`config.mk`:
```
export PLATFORM = sky130hd
export DESIGN_NAME = ram_burst_wr_arbiter
export DESIGN_NICKNAME = d
export VERILOG_FILES = /design/src/rtl/ram_burst_wr_arbiter.sv
export SDC_FILE = /design/constraint.sdc
export NUM_CORES = 1
export LEC_CHECK = 0
export ABC_CLOCK_PERIOD_IN_PS = 5850
export CAP_MARGIN = 10
export CORE_UTILIZATION = 40
export DETAILED_ROUTE_END_ITERATION = 8
export PLACE_DENSITY_LB_ADDON = 0.05
export SYNTH_ARGS = -nofsm -noshare
export SYNTH_HDL_FRONTEND = slang
export SYNTH_SLANG_ARGS = --single-unit
export TNS_END_PERCENT = 1
```
`constraint.sdc`:
```
create_clock -name clk_i -period 5.85 [get_ports clk_i]
set_input_delay 1.17 -clock clk_i [delete_from_list [all_inputs] [get_ports clk_i]]
set_output_delay 1.17 -clock clk_i [all_outputs]
set_load 0.005 [all_outputs]
```
`src/rtl/ram_burst_wr_arbiter.sv`:
```
// ram_burst_wr_arbiter: round-robin whole-burst arbiter for the ring-buffer RAM write port.
// Grants only bursts that fit, drives the circular write address and publishes a delayed commit pointer.
module ram_burst_wr_arbiter #(
    parameter int ADDR_WIDTH = 10,
    parameter int DATA_WIDTH = 48,
    parameter int LEN_WIDTH  = 8
) (
    input  logic                    clk_i,
    input  logic                    rst_ni,
    input  logic [1:0]              req_valid_i,
    input  logic [2*LEN_WIDTH-1:0]  req_len_i,
    output logic [1:0]              req_ready_o,
    input  logic [1:0]              beat_valid_i,
    input  logic [2*DATA_WIDTH-1:0] beat_data_i,
    output logic [1:0]              beat_ready_o,
    output logic                    ram_wr_en_o,
    output logic [ADDR_WIDTH-1:0]   ram_wr_addr_o,
    output logic [DATA_WIDTH-1:0]   ram_wr_data_o,
    input  logic [ADDR_WIDTH:0]     rd_ptr_i,
    output logic [ADDR_WIDTH:0]     commit_ptr_o,
    output logic                    busy_o,
    output logic                    owner_o
);
    localparam int PW = ADDR_WIDTH + 1;
    localparam int CW = PW + LEN_WIDTH;
    localparam logic [PW-1:0] DEPTH = PW'(1) << ADDR_WIDTH;

    typedef enum logic {IDLE, BURST} state_t;

    state_t                state_q, state_d;
    logic [PW-1:0]         wr_ptr_q, wr_ptr_d, commit_q, commit_d, free;
    logic [LEN_WIDTH-1:0]  rem_q, rem_d, len0, len1, sel_len;
    logic                  owner_q, owner_d, last_q, last_d, pend_q, pend_d;
    logic                  sel, beat_hs, wen_q;
    logic [1:0]            elig, grant;
    logic [DATA_WIDTH-1:0] beat, data_q;
    logic [ADDR_WIDTH-1:0] addr_q;

    assign len0    = req_len_i[0 +: LEN_WIDTH];
    assign len1    = req_len_i[LEN_WIDTH +: LEN_WIDTH];
    assign free    = DEPTH - (wr_ptr_q - rd_ptr_i);
    assign elig    = {req_valid_i[1] && (CW'(len1) <= CW'(free)),
                      req_valid_i[0] && (CW'(len0) <= CW'(free))};
    assign grant   = &elig ? (last_q ? 2'b01 : 2'b10) : elig;
    assign req_ready_o  = (state_q == IDLE && rst_ni) ? grant : 2'b00;
    assign sel     = grant[1];
    assign sel_len = sel ? len1 : len0;
    assign beat_ready_o = (state_q == BURST) ? {owner_q, ~owner_q} : 2'b00;
    assign beat_hs = |(beat_ready_o & beat_valid_i);
    assign beat    = owner_q ? beat_data_i[DATA_WIDTH +: DATA_WIDTH] : beat_data_i[0 +: DATA_WIDTH];

    always_comb begin
        state_d  = state_q;
        wr_ptr_d = wr_ptr_q;
        rem_d    = rem_q;
        owner_d  = owner_q;
        last_d   = last_q;
        pend_d   = beat_hs && rem_q == LEN_WIDTH'(1);
        // commit lags the final RAM write by one cycle so the read side never sees an unsettled word
        commit_d = pend_q ? wr_ptr_q : commit_q;
        if (state_q == IDLE && |req_ready_o) begin
            last_d = sel;
            if (sel_len != '0) begin
                owner_d = sel;
                rem_d   = sel_len;
                state_d = BURST;
            end
        end
        if (beat_hs) begin
            wr_ptr_d = wr_ptr_q + PW'(1);
            rem_d    = rem_q - LEN_WIDTH'(1);
            if (rem_q == LEN_WIDTH'(1)) state_d = IDLE;
        end
    end

    always_ff @(posedge clk_i or negedge rst_ni) begin
        if (!rst_ni) begin
            state_q  <= IDLE;
            wr_ptr_q <= '0;
            commit_q <= '0;
            rem_q    <= '0;
            owner_q  <= 1'b0;
            last_q   <= 1'b1;
            pend_q   <= 1'b0;
            wen_q    <= 1'b0;
            addr_q   <= '0;
            data_q   <= '0;
        end else begin
            state_q  <= state_d;
            wr_ptr_q <= wr_ptr_d;
            commit_q <= commit_d;
            rem_q    <= rem_d;
            owner_q  <= owner_d;
            last_q   <= last_d;
            pend_q   <= pend_d;
            wen_q    <= beat_hs;
            if (beat_hs) begin
                addr_q <= wr_ptr_q[ADDR_WIDTH-1:0];
                data_q <= beat;
            end
        end
    end

    assign ram_wr_en_o   = wen_q;
    assign ram_wr_addr_o = addr_q;
    assign ram_wr_data_o = data_q;
    assign commit_ptr_o  = commit_q;
    assign busy_o        = state_q == BURST;
    assign owner_o       = owner_q;
endmodule

```
== Word level (Yosys, flattened, before mapping) ==
Cells that the tools add are included.

* Bits in registers: 93
* Input bits: 129
* Output and inout port bits: 76
* Word-level logic and storage cells: 46

* $add $sub $neg: 4
* $lt $le $gt $ge: 2
* Equality and inequality tests: 1
* Multiplexer cells: 13
* Bitwise gates (word level): 3
* Reduce and logical (&&, ||, !) cells: 13

{| class="wikitable"
|+ Operators with widths
! operator !! number
|-
| 48-bit 2-to-1 mux || 1
|-
| 8-bit 2-to-1 mux || 4
|-
| 8-bit by 11-bit <= comparator with 1-bit output || 2
|-
| 11-bit by 1-bit adder with 11-bit output, second input constant || 1
|-
| 11-bit subtractor || 1
|-
| 11-bit subtractor, first input constant || 1
|-
| 8-bit by 1-bit equality test with 1-bit output, second input constant || 1
|-
| 2-bit 2-to-1 mux || 4
|-
| 8-bit nonzero test || 1
|-
| 8-bit by 1-bit subtractor with 8-bit output, second input constant || 1
|-
| 2-bit AND reduction || 3
|-
| 1-bit logical AND || 5
|-
| 1-bit 2-to-1 mux || 4
|-
| 2-bit nonzero test || 2
|-
| 2-bit OR reduction || 2
|-
| 2-bit AND || 1
|-
| 1-bit inverter || 2
|}

== Logic depth before layout (Yosys ltp) ==
Gate-level depths: netlist of run 1.

* Depth in word-level cells: 12
* Mapped depth: 21
* Depth with buffers taken out: 20

== Worst setup path after synthesis of run 1 ==
OpenSTA, ideal clock, no wires.

* Kind: input port to output port
* Start point: in rd_ptr_i[1]
* End point: out req_ready_o[1]
* Data arrival time: 4,211 ps
* Slack: 469 ps
* Stages: 14
* Buffers on the path: 1
* Path through: ha_1 -> ha_1 -> inv_1 -> fa_1 -> xor2_1 -> ha_1 -> nand3_1 -> o21ai_0 -> a21oi_1 -> o31a_1 -> or4_4 -> a31oi_4 -> buf_6 -> and2_1

* Cells in the longest elaborated chain, start to end: 7
* Elaborated cells between the ends (all ways): 9

{| class="wikitable"
|+ RTL lines
! what !! line !! text
|-
| start: declaration || 19 || <nowiki>input logic [ADDR_WIDTH:0] rd_ptr_i,</nowiki>
|-
| 11-bit subtractor * (2 in a row) || 41 || <nowiki>assign free = DEPTH - (wr_ptr_q - rd_ptr_i);</nowiki>
|-
| 8-bit by 11-bit <= comparator with 1-bit output, on equally long branches || 43, 42 ||
|-
| 1-bit logical AND, on equally long branches || 43, 42 ||
|-
| 2-bit AND reduction || 44 || <nowiki>assign grant = &elig ? (last_q ? 2'b01 : 2'b10) : elig;</nowiki>
|-
| 2-bit 2-to-1 mux * || 44 ||
|-
| 2-bit 2-to-1 mux * || 45 || <nowiki>assign req_ready_o = (state_q == IDLE && rst_ni) ? grant : 2'b00;</nowiki>
|-
| end: declaration || 12 || <nowiki>output logic [1:0] req_ready_o,</nowiki>
|}

Every way passes the cells marked *; elsewhere a longest branch is shown, timed or not.

== Worst setup path after layout of run 1 ==
* Start point: in rd_ptr_i[0]
* End point: out req_ready_o[1]

Same word-level chain as after synthesis.

==> flow_results.xml, run 1 <==
<?xml version="1.0" encoding="UTF-8"?>
<metrics>
  <group name="status">
    <metric name="run_status" unit="">finished, violations left</metric>
    <metric name="violations" unit="">negative setup slack</metric>
  </group>
  <group name="synth">
    <metric name="synth_enable_flop_cells" unit="">0</metric>
    <metric name="yosys_warnings" unit="">0</metric>
    <metric name="yosys_register_bits" unit="">93</metric>
    <metric name="synth.distinct_cells" unit="">61</metric>
    <metric name="yosys-top-cells-area" unit="">sky130_fd_sc_hd__dfrtp_1 (43%), sky130_fd_sc_hd__mux2i_1 (10%), sky130_fd_sc_hd__ha_1 (7.9%)</metric>
    <metric name="async_flop_share" unit="%">100</metric>
    <metric name="synthesized_area" unit="µm²">5360</metric>
    <metric name="yosysSeqAreaShare" unit="%">43.5</metric>
    <metric name="synthMostInstantiatedCell" unit="">sky130_fd_sc_hd__dfrtp_1</metric>
    <metric name="synth_top_cells_by_count" unit="">sky130_fd_sc_hd__dfrtp_1 (92), sky130_fd_sc_hd__nand2_1 (69), sky130_fd_sc_hd__o21ai_0 (62), sky130_fd_sc_hd__mux2i_1 (56), sky130_fd_sc_hd__ha_1 (34)</metric>
    <metric name="synth_area_per_cell" unit="µm²">10.1</metric>
    <metric name="postSynth.topFlopCell" unit="">sky130_fd_sc_hd__dfrtp_1</metric>
    <metric name="synthesized_netlist_cell_count" unit="">530</metric>
    <metric name="syn-num-nets" unit="">694</metric>
    <metric name="synth_top_cell_area_share" unit="%">43.0</metric>
    <metric name="yosysTopAreaCell" unit="">sky130_fd_sc_hd__dfrtp_1</metric>
  </group>
  <group name="routing">
    <metric name="drc_errors" unit="">0</metric>
    <metric name="antenna_left" unit="">0</metric>
    <metric name="dr.pass1.iters" unit="">4</metric>
    <metric name="via_per_inst" unit="">4.99</metric>
    <metric name="drt_first_iter_violations" unit="">284</metric>
    <metric name="wl_per_cell" unit="µm">16.5</metric>
    <metric name="vias" unit="">4646</metric>
    <metric name="wl" unit="µm">15300</metric>
  </group>
  <group name="global_route">
    <metric name="antenna_found_initial" unit="">0</metric>
    <metric name="globalRouteTotalUtil" unit="%">22.2</metric>
    <metric name="overflow" unit="">0</metric>
    <metric name="grt_pass1_wl" unit="µm">24600</metric>
    <metric name="via_count_of_the_first_global_routing_pass" unit="">4713</metric>
    <metric name="largest_net_degree_at_the_start_of_global_routing" unit="">76</metric>
  </group>
  <group name="clocking">
    <metric name="numCtsBuffers" unit="">9</metric>
    <metric name="worst_skew_pair.late_latency" unit="ns">0.34</metric>
    <metric name="cts_hold_repair.buffers" unit="">0</metric>
    <metric name="tritoncts_num_sinks" unit="">93</metric>
    <metric name="clock_tree_from_tritoncts" unit="">built</metric>
    <metric name="cts.reportedPaths.clkPinSlew" unit="ns">0.06</metric>
    <metric name="cts_htree_levels" unit="">3</metric>
    <metric name="ctsLongestPathBuffers" unit="">2</metric>
    <metric name="cts-root-buf" unit="">sky130_fd_sc_hd__clkbuf_16</metric>
  </group>
  <group name="placement">
    <metric name="placement.io_buffers" unit="">204</metric>
    <metric name="post-place-ws" unit="ns">-0.533</metric>
    <metric name="dpl_cell_area" unit="µm²">7700</metric>
    <metric name="dp.cells" unit="">907</metric>
    <metric name="detailed_place_hpwl" unit="µm">11700</metric>
    <metric name="finalWeightedCongestion" unit="">0.891</metric>
  </group>
  <group name="power">
    <metric name="power_per_cell_area" unit="nW/µm²">494</metric>
    <metric name="ir_drop" unit="V">0.000287</metric>
    <metric name="lkg_pwr" unit="nW">3.69</metric>
  </group>
  <group name="floorplan">
    <metric name="effective_utilization_at_floorplan" unit="%">41.8</metric>
    <metric name="core.rowCount" unit="">41</metric>
    <metric name="dieArea" unit="µm²">13900</metric>
    <metric name="total_core_area" unit="µm²">12800</metric>
    <metric name="floorplan.io_pins" unit="">205</metric>
    <metric name="die_h" unit="µm">118</metric>
    <metric name="die_width" unit="µm">118</metric>
  </group>
  <group name="timing">
    <metric name="setup_repair_after_global_routing_missed_its_margin" unit="">true</metric>
    <metric name="min_period" unit="ns">5.89</metric>
    <metric name="report.final.slew_viol_count" unit="">0</metric>
    <metric name="maxClockFrequency" unit="MHz">170</metric>
    <metric name="final_hold_violation_count" unit="">0</metric>
    <metric name="final_min_period_over_clock_period" unit="%">101</metric>
    <metric name="timing.clock.skew" unit="ns">0.00576</metric>
    <metric name="worst_slew_margin_rel" unit="%">49.2</metric>
    <metric name="finalHoldWorstSlack" unit="ns">0.481</metric>
    <metric name="post-route-worst-setup-slack" unit="ns">-0.0426</metric>
    <metric name="worst_pin_slew" unit="ns">0.763</metric>
    <metric name="setup_violations" unit="">2</metric>
  </group>
  <group name="worst_setup_path">
    <metric name="endpoint_of_the_lowest_slack_register_to_register_path" unit="">rem_q[0]</metric>
    <metric name="worst-path-max-fanout" unit="">3</metric>
    <metric name="arrival" unit="ns">4.72</metric>
    <metric name="crit_path_start_kind" unit="">primary input</metric>
    <metric name="crit-reg2reg-launch" unit="">wr_ptr_q[2]</metric>
    <metric name="critical_path.startpoint" unit="">rd_ptr_i[0]</metric>
    <metric name="crit_end" unit="">req_ready_o[1]</metric>
    <metric name="crit_path_end_kind" unit="">primary output</metric>
    <metric name="criticalPathCategory" unit="">primary input to primary output</metric>
    <metric name="setup.reg_to_reg.worst_slack" unit="ns">1.36</metric>
    <metric name="worst_r2r_path_depth" unit="">19</metric>
    <metric name="critPathRequiredTime" unit="ns">4.68</metric>
  </group>
  <group name="min_path">
    <metric name="worst_hold_path_type" unit="">register to register</metric>
  </group>
  <group name="final_layout">
    <metric name="final_design_area_no_fill" unit="µm²">8250</metric>
    <metric name="layout-area-overhead-vs-synth" unit="%">54.1</metric>
    <metric name="number_of_standard_cells_in_the_layout_taps_in_and_fillers_out" unit="">931</metric>
    <metric name="final_layout_size_suffix_gt1_share" unit="%">13.8</metric>
    <metric name="finish.net_count" unit="">918</metric>
    <metric name="final_core_util" unit="%">64.3</metric>
    <metric name="insertedDiodeCount" unit="">0</metric>
  </group>
  <group name="run">
    <metric name="drv.max_cap_violation_count" unit="">0</metric>
  </group>
</metrics>
[registers in the layout, summed over array words and instances, names as in the netlist]
| register | cells |
|---|---|
| owner_o | 1 |
| ram_wr_data_o | 48 |
| busy_o | 1 |
| ram_wr_en_o | 1 |
| last_q | 1 |
| wr_ptr_q | 11 |
| rem_q | 8 |
| pend_q | 1 |
| ram_wr_addr_o | 10 |
| commit_ptr_o | 11 |
[repair_timing]
action | in CTS | in global routing
setup endpoints to repair | 2 | 2
setup buffers | 8 | 2
pin swaps | 23 | 14
resized for setup | 22 | 13
[area by class of cell]
| class | instances | area (µm²) |
|---|---|---|
| fillers | 1053 | 4570 |
| multi-input cells | 385 | 3000 |
| flip-flops and latches | 93 | 2330 |
| repair buffers | 239 | 2310 |
| clock buffers | 9 | 225 |
| well taps | 172 | 215 |
| inverters | 26 | 97.6 |
| clock inverters | 7 | 81.3 |
[layer usage]
layer / vias up / global-route usage [%] / share of wire, %
met2: 141 / 37.3 / 49
li1: 2328 / - / -
met5: - / 0 / 0
met3: 14 / 4.46 / 5.1
met4: 0 / 6.81 / 1.6
met1: 2163 / 28.7 / 44
[cells in the final DEF, fill, tap and decap left out, types with 14 or more instances in the layout]
cell type / n
sky130_fd_sc_hd__nand2_1: 68
sky130_fd_sc_hd__dfrtp_1: 91
sky130_fd_sc_hd__nor2_1: 14
sky130_fd_sc_hd__o21ai_0: 61
sky130_fd_sc_hd__ha_1: 29
sky130_fd_sc_hd__inv_1: 24
sky130_fd_sc_hd__a21oi_1: 17
sky130_fd_sc_hd__buf_4: 35
sky130_fd_sc_hd__clkdlybuf4s50_1: 201
sky130_fd_sc_hd__mux2i_1: 56
[critical path, stage by stage]
cell                              delay (ns)
sky130_fd_sc_hd__clkdlybuf4s50_1        0.45
sky130_fd_sc_hd__inv_1                  0.04
sky130_fd_sc_hd__ha_1                   0.18
sky130_fd_sc_hd__inv_1                  0.05
sky130_fd_sc_hd__ha_2                   0.18
sky130_fd_sc_hd__inv_2                  0.04
sky130_fd_sc_hd__fa_2                   0.38
sky130_fd_sc_hd__xor2_2                 0.22
sky130_fd_sc_hd__ha_1                   0.30
sky130_fd_sc_hd__buf_4                  0.15
sky130_fd_sc_hd__nand3_1                0.11
sky130_fd_sc_hd__a21oi_1                0.08
sky130_fd_sc_hd__or4_4                  0.44
sky130_fd_sc_hd__o2111ai_2              0.09
sky130_fd_sc_hd__a31o_1                 0.24
sky130_fd_sc_hd__o21ai_4                0.09
sky130_fd_sc_hd__a31oi_4                0.16
sky130_fd_sc_hd__and2_4                 0.16
sky130_fd_sc_hd__clkdlybuf4s15_2        0.19
[metrics by stage]
stage,TNS [ns],power (mW)
6_report,-0.0495,4.07
5_1_grt,-0.367,4.37
4_1_cts,0,3.97
3_5_place_dp,-0.980,3.24
3_3_place_gp,-0.788,3.18
2_1_floorplan,0,2.25
[worst min-delay path by stage]
stage	startpoint	endpoint	slack, ns	cells past startpoint
global placement	ram_wr_addr_o[4]	ram_wr_addr_o[4]	0.46	2
finish	ram_wr_data_o[28]	ram_wr_data_o[28]	0.48	2
floorplan	rem_q[5]	rem_q[5]	0.45	1
detailed placement	ram_wr_addr_o[4]	ram_wr_addr_o[4]	0.47	2
CTS	ram_wr_addr_o[4]	ram_wr_addr_o[4]	0.49	2
global route	ram_wr_data_o[22]	ram_wr_data_o[22]	0.51	2
[report_power, final]
group / total, mW / internal (mW) / leakage, nW / switching (mW)
clock: 0.596 / 0.337 / 0.141 / 0.259
combinational: 2.39 / 1.27 / 2.41 / 1.13
sequential: 1.08 / 0.904 / 1.14 / 0.181
[cell families after synthesis]
group / after synthesis / synth area share, %
xor+xnor: 19 / 3.76
flops: 93 / 43.5
buf+inv: 52 / 4.00
compound gates: 117 / 13.8
fa+ha+maj: 35 / 8.32
simple gates: 144 / 13.2
mux: 70 / 13.4
(Power assumes the default switching activity.)
==> run 2, diff against run 1 <==
--- a/config.mk
+++ b/config.mk
@@ -7,8 +7,9 @@
 export LEC_CHECK = 0
 export ABC_CLOCK_PERIOD_IN_PS = 5850
 export CAP_MARGIN = 10
-export CORE_UTILIZATION = 40
+export CORE_UTILIZATION = 41
 export DETAILED_ROUTE_END_ITERATION = 8
+export DONT_BUFFER_PORTS = 1
 export PLACE_DENSITY_LB_ADDON = 0.05
 export SYNTH_ARGS = -nofsm -noshare
 export SYNTH_HDL_FRONTEND = slang
==> run 2 against run 1 <==
Effect of this change:
- the run now ends clean
- sequential power rose by 6%
- routed wire length shrank 16%
- count of clock-buffer cells in the layout unchanged
- register-to-register slack got worse by 0.13 ns
- hold slack improved by 0.014 ns
- design area fell by 30%
- global-route usage fell by 3.2 points
- flip-flop and latch count did not move
- highest routed layer unchanged
==> flow_results.xml, run 2 (synthesized netlist as in run 1, its figures left out) <==
<?xml version="1.0" encoding="UTF-8"?>
<metrics>
  <group name="status">
    <metric name="run_status" unit="">completed</metric>
  </group>
  <group name="timing">
    <metric name="setup_violations" unit="">0</metric>
    <metric name="worst_pin_slew" unit="ns">0.813</metric>
    <metric name="final_min_period_over_clock_period" unit="%">95.0</metric>
    <metric name="final_hold_violation_count" unit="">0</metric>
    <metric name="report.final.slew_viol_count" unit="">0</metric>
    <metric name="timing.clock.skew" unit="ns">0.0138</metric>
    <metric name="setup_repair_after_global_routing_missed_its_margin" unit="">false</metric>
    <metric name="min_period" unit="ns">5.56</metric>
    <metric name="finalHoldWorstSlack" unit="ns">0.495</metric>
    <metric name="maxClockFrequency" unit="MHz">180</metric>
    <metric name="timing.setup.tns" unit="ns">0</metric>
    <metric name="worst_slew_margin_rel" unit="%">45.8</metric>
  </group>
  <group name="clocking">
    <metric name="cts_htree_levels" unit="">3</metric>
    <metric name="post_cts_buffers" unit="">0</metric>
    <metric name="clock_tree_from_tritoncts" unit="">built</metric>
    <metric name="worst_skew_pair.late_latency" unit="ns">0.35</metric>
    <metric name="cts_hold_repair.buffers" unit="">0</metric>
    <metric name="tritoncts_num_sinks" unit="">93</metric>
    <metric name="cts.reportedPaths.clkPinSlew" unit="ns">0.07</metric>
    <metric name="cts-root-buf" unit="">sky130_fd_sc_hd__clkbuf_16</metric>
    <metric name="numCtsBuffers" unit="">9</metric>
    <metric name="postCtsResizedCells" unit="">0</metric>
    <metric name="ctsLongestPathBuffers" unit="">2</metric>
  </group>
  <group name="worst_setup_path">
    <metric name="arrival" unit="ns">4.39</metric>
    <metric name="crit_end" unit="">req_ready_o[1]</metric>
    <metric name="crit_path_start_kind" unit="">primary input</metric>
    <metric name="endpoint_of_the_lowest_slack_register_to_register_path" unit="">rem_q[0]</metric>
    <metric name="crit_path_end_kind" unit="">primary output</metric>
    <metric name="crit-reg2reg-launch" unit="">wr_ptr_q[1]</metric>
    <metric name="criticalPathCategory" unit="">primary input to primary output</metric>
    <metric name="worst_r2r_path_depth" unit="">19</metric>
    <metric name="worst-path-max-fanout" unit="">4</metric>
    <metric name="critical_path.startpoint" unit="">rd_ptr_i[1]</metric>
    <metric name="setup.reg_to_reg.worst_slack" unit="ns">1.23</metric>
    <metric name="critPathRequiredTime" unit="ns">4.68</metric>
  </group>
  <group name="placement">
    <metric name="placement.io_buffers" unit="">0</metric>
    <metric name="detailed_place_hpwl" unit="µm">9710</metric>
    <metric name="finalWeightedCongestion" unit="">0.856</metric>
  </group>
  <group name="final_layout">
    <metric name="layout-area-overhead-vs-synth" unit="%">8.01</metric>
    <metric name="largest_register_ff_count" unit="">48</metric>
    <metric name="final_core_util" unit="%">45.7</metric>
    <metric name="final_layout_size_suffix_gt1_share" unit="%">9.16</metric>
    <metric name="commonest_cells_after_routing_fill_and_taps_aside" unit="">sky130_fd_sc_hd__dfrtp_1 (91), sky130_fd_sc_hd__nand2_1 (68), sky130_fd_sc_hd__o21ai_0 (62), sky130_fd_sc_hd__mux2i_1 (56), sky130_fd_sc_hd__ha_1 (34)</metric>
    <metric name="layout_commonest_cell" unit="">sky130_fd_sc_hd__dfrtp_1</metric>
    <metric name="insertedDiodeCount" unit="">0</metric>
    <metric name="finish.net_count" unit="">683</metric>
  </group>
  <group name="power">
    <metric name="ir_drop" unit="V">0.000252</metric>
    <metric name="lkg_pwr" unit="nW">2.72</metric>
    <metric name="power_per_cell_area" unit="nW/µm²">537</metric>
  </group>
  <group name="global_route">
    <metric name="via_count_of_the_first_global_routing_pass" unit="">3661</metric>
    <metric name="antenna_found_initial" unit="">0</metric>
    <metric name="globalRouteTotalUtil" unit="%">19.0</metric>
    <metric name="grt_pass1_wl" unit="µm">19400</metric>
    <metric name="largest_net_degree_at_the_start_of_global_routing" unit="">95</metric>
    <metric name="overflow" unit="">0</metric>
  </group>
  <group name="floorplan">
    <metric name="die_h" unit="µm">116</metric>
    <metric name="core.rowCount" unit="">41</metric>
    <metric name="effective_utilization_at_floorplan" unit="%">42.3</metric>
    <metric name="floorplan.io_pins" unit="">205</metric>
    <metric name="dieArea" unit="µm²">13500</metric>
    <metric name="total_core_area" unit="µm²">12700</metric>
    <metric name="die_width" unit="µm">116</metric>
  </group>
  <group name="routing">
    <metric name="dr.pass1.iters" unit="">4</metric>
    <metric name="antenna_left" unit="">0</metric>
    <metric name="drc_errors" unit="">0</metric>
    <metric name="wl_per_cell" unit="µm">18.4</metric>
    <metric name="via_per_inst" unit="">5.48</metric>
    <metric name="drt_first_iter_violations" unit="">253</metric>
    <metric name="wl" unit="µm">12800</metric>
    <metric name="vias" unit="">3816</metric>
  </group>
  <group name="min_path">
    <metric name="worst_hold_path_type" unit="">register to register</metric>
  </group>
  <group name="run">
    <metric name="drv.max_cap_violation_count" unit="">0</metric>
  </group>
</metrics>
[run 2: power breakdown]
group | switching [mW] | internal [mW] | total [mW]
Combinational | 0.805 | 0.600 | 1.41
Sequential | 0.235 | 0.905 | 1.14
Clock | 0.266 | 0.297 | 0.563
Total | 1.31 | 1.80 | 3.11
[run 2: per-layer routing]
metal / up-vias / global-route usage (%) / share of wire [%]
met5: - / 0 / 0
met4: 0 / 5.38 / 1.1
met3: 10 / 5.40 / 7.8
met2: 139 / 32.7 / 49
met1: 1795 / 23.2 / 42
li1: 1872 / - / -
[run 2: critical path: stages]
cell and delay [ns]:
sky130_fd_sc_hd__ha_1 0.26, sky130_fd_sc_hd__ha_1 0.18, sky130_fd_sc_hd__inv_1 0.06, sky130_fd_sc_hd__fa_1 0.41
sky130_fd_sc_hd__nor2b_1 0.23, sky130_fd_sc_hd__o221ai_1 0.21, sky130_fd_sc_hd__nand2b_1 0.12, sky130_fd_sc_hd__a21oi_1 0.08
sky130_fd_sc_hd__xor2_1 0.20, sky130_fd_sc_hd__ha_1 0.36, sky130_fd_sc_hd__nand3_1 0.08, sky130_fd_sc_hd__nor2_1 0.08
sky130_fd_sc_hd__nor4bb_1 0.28, sky130_fd_sc_hd__a31o_1 0.16, sky130_fd_sc_hd__o21ai_1 0.13, sky130_fd_sc_hd__a31oi_4 0.19
sky130_fd_sc_hd__and2_1 0.18
[run 2: final cells by class]
type | count | area [µm²]
clock inverter | 7 | 66.3
sequential | 93 | 2330
tap | 172 | 215
clock buffer | 9 | 225
timing repair buffer | 4 | 30.0
fill | 1205 | 6890
multi-input combinational | 385 | 2820
inverter | 26 | 97.6
[run 2: worst min path at each step]
stage,startpoint,to,cells past startpoint
CTS,rst_ni,commit_ptr_o[3],0
detailed placement,wr_ptr_q[4],wr_ptr_q[4],1
finish,wr_ptr_q[4],wr_ptr_q[4],1
floorplan,rem_q[5],rem_q[5],1
global placement,rem_q[5],rem_q[5],1
global route,rst_ni,ram_wr_en_o,0
[run 2: metrics by stage]
stage | cell area (µm²) | std cells | worst slack (ns) | total power [mW]
final | 5780 | 696 | 0.293 | 3.11
after global routing | 5780 | 696 | 0.0275 | 3.40
after CTS | 5780 | 696 | 0.290 | 3.16
after detailed placement | 5490 | 680 | 0.288 | 2.58
after global placement | 5490 | 680 | 0.385 | 2.54
after floorplan | 5360 | 530 | 0.469 | 2.25
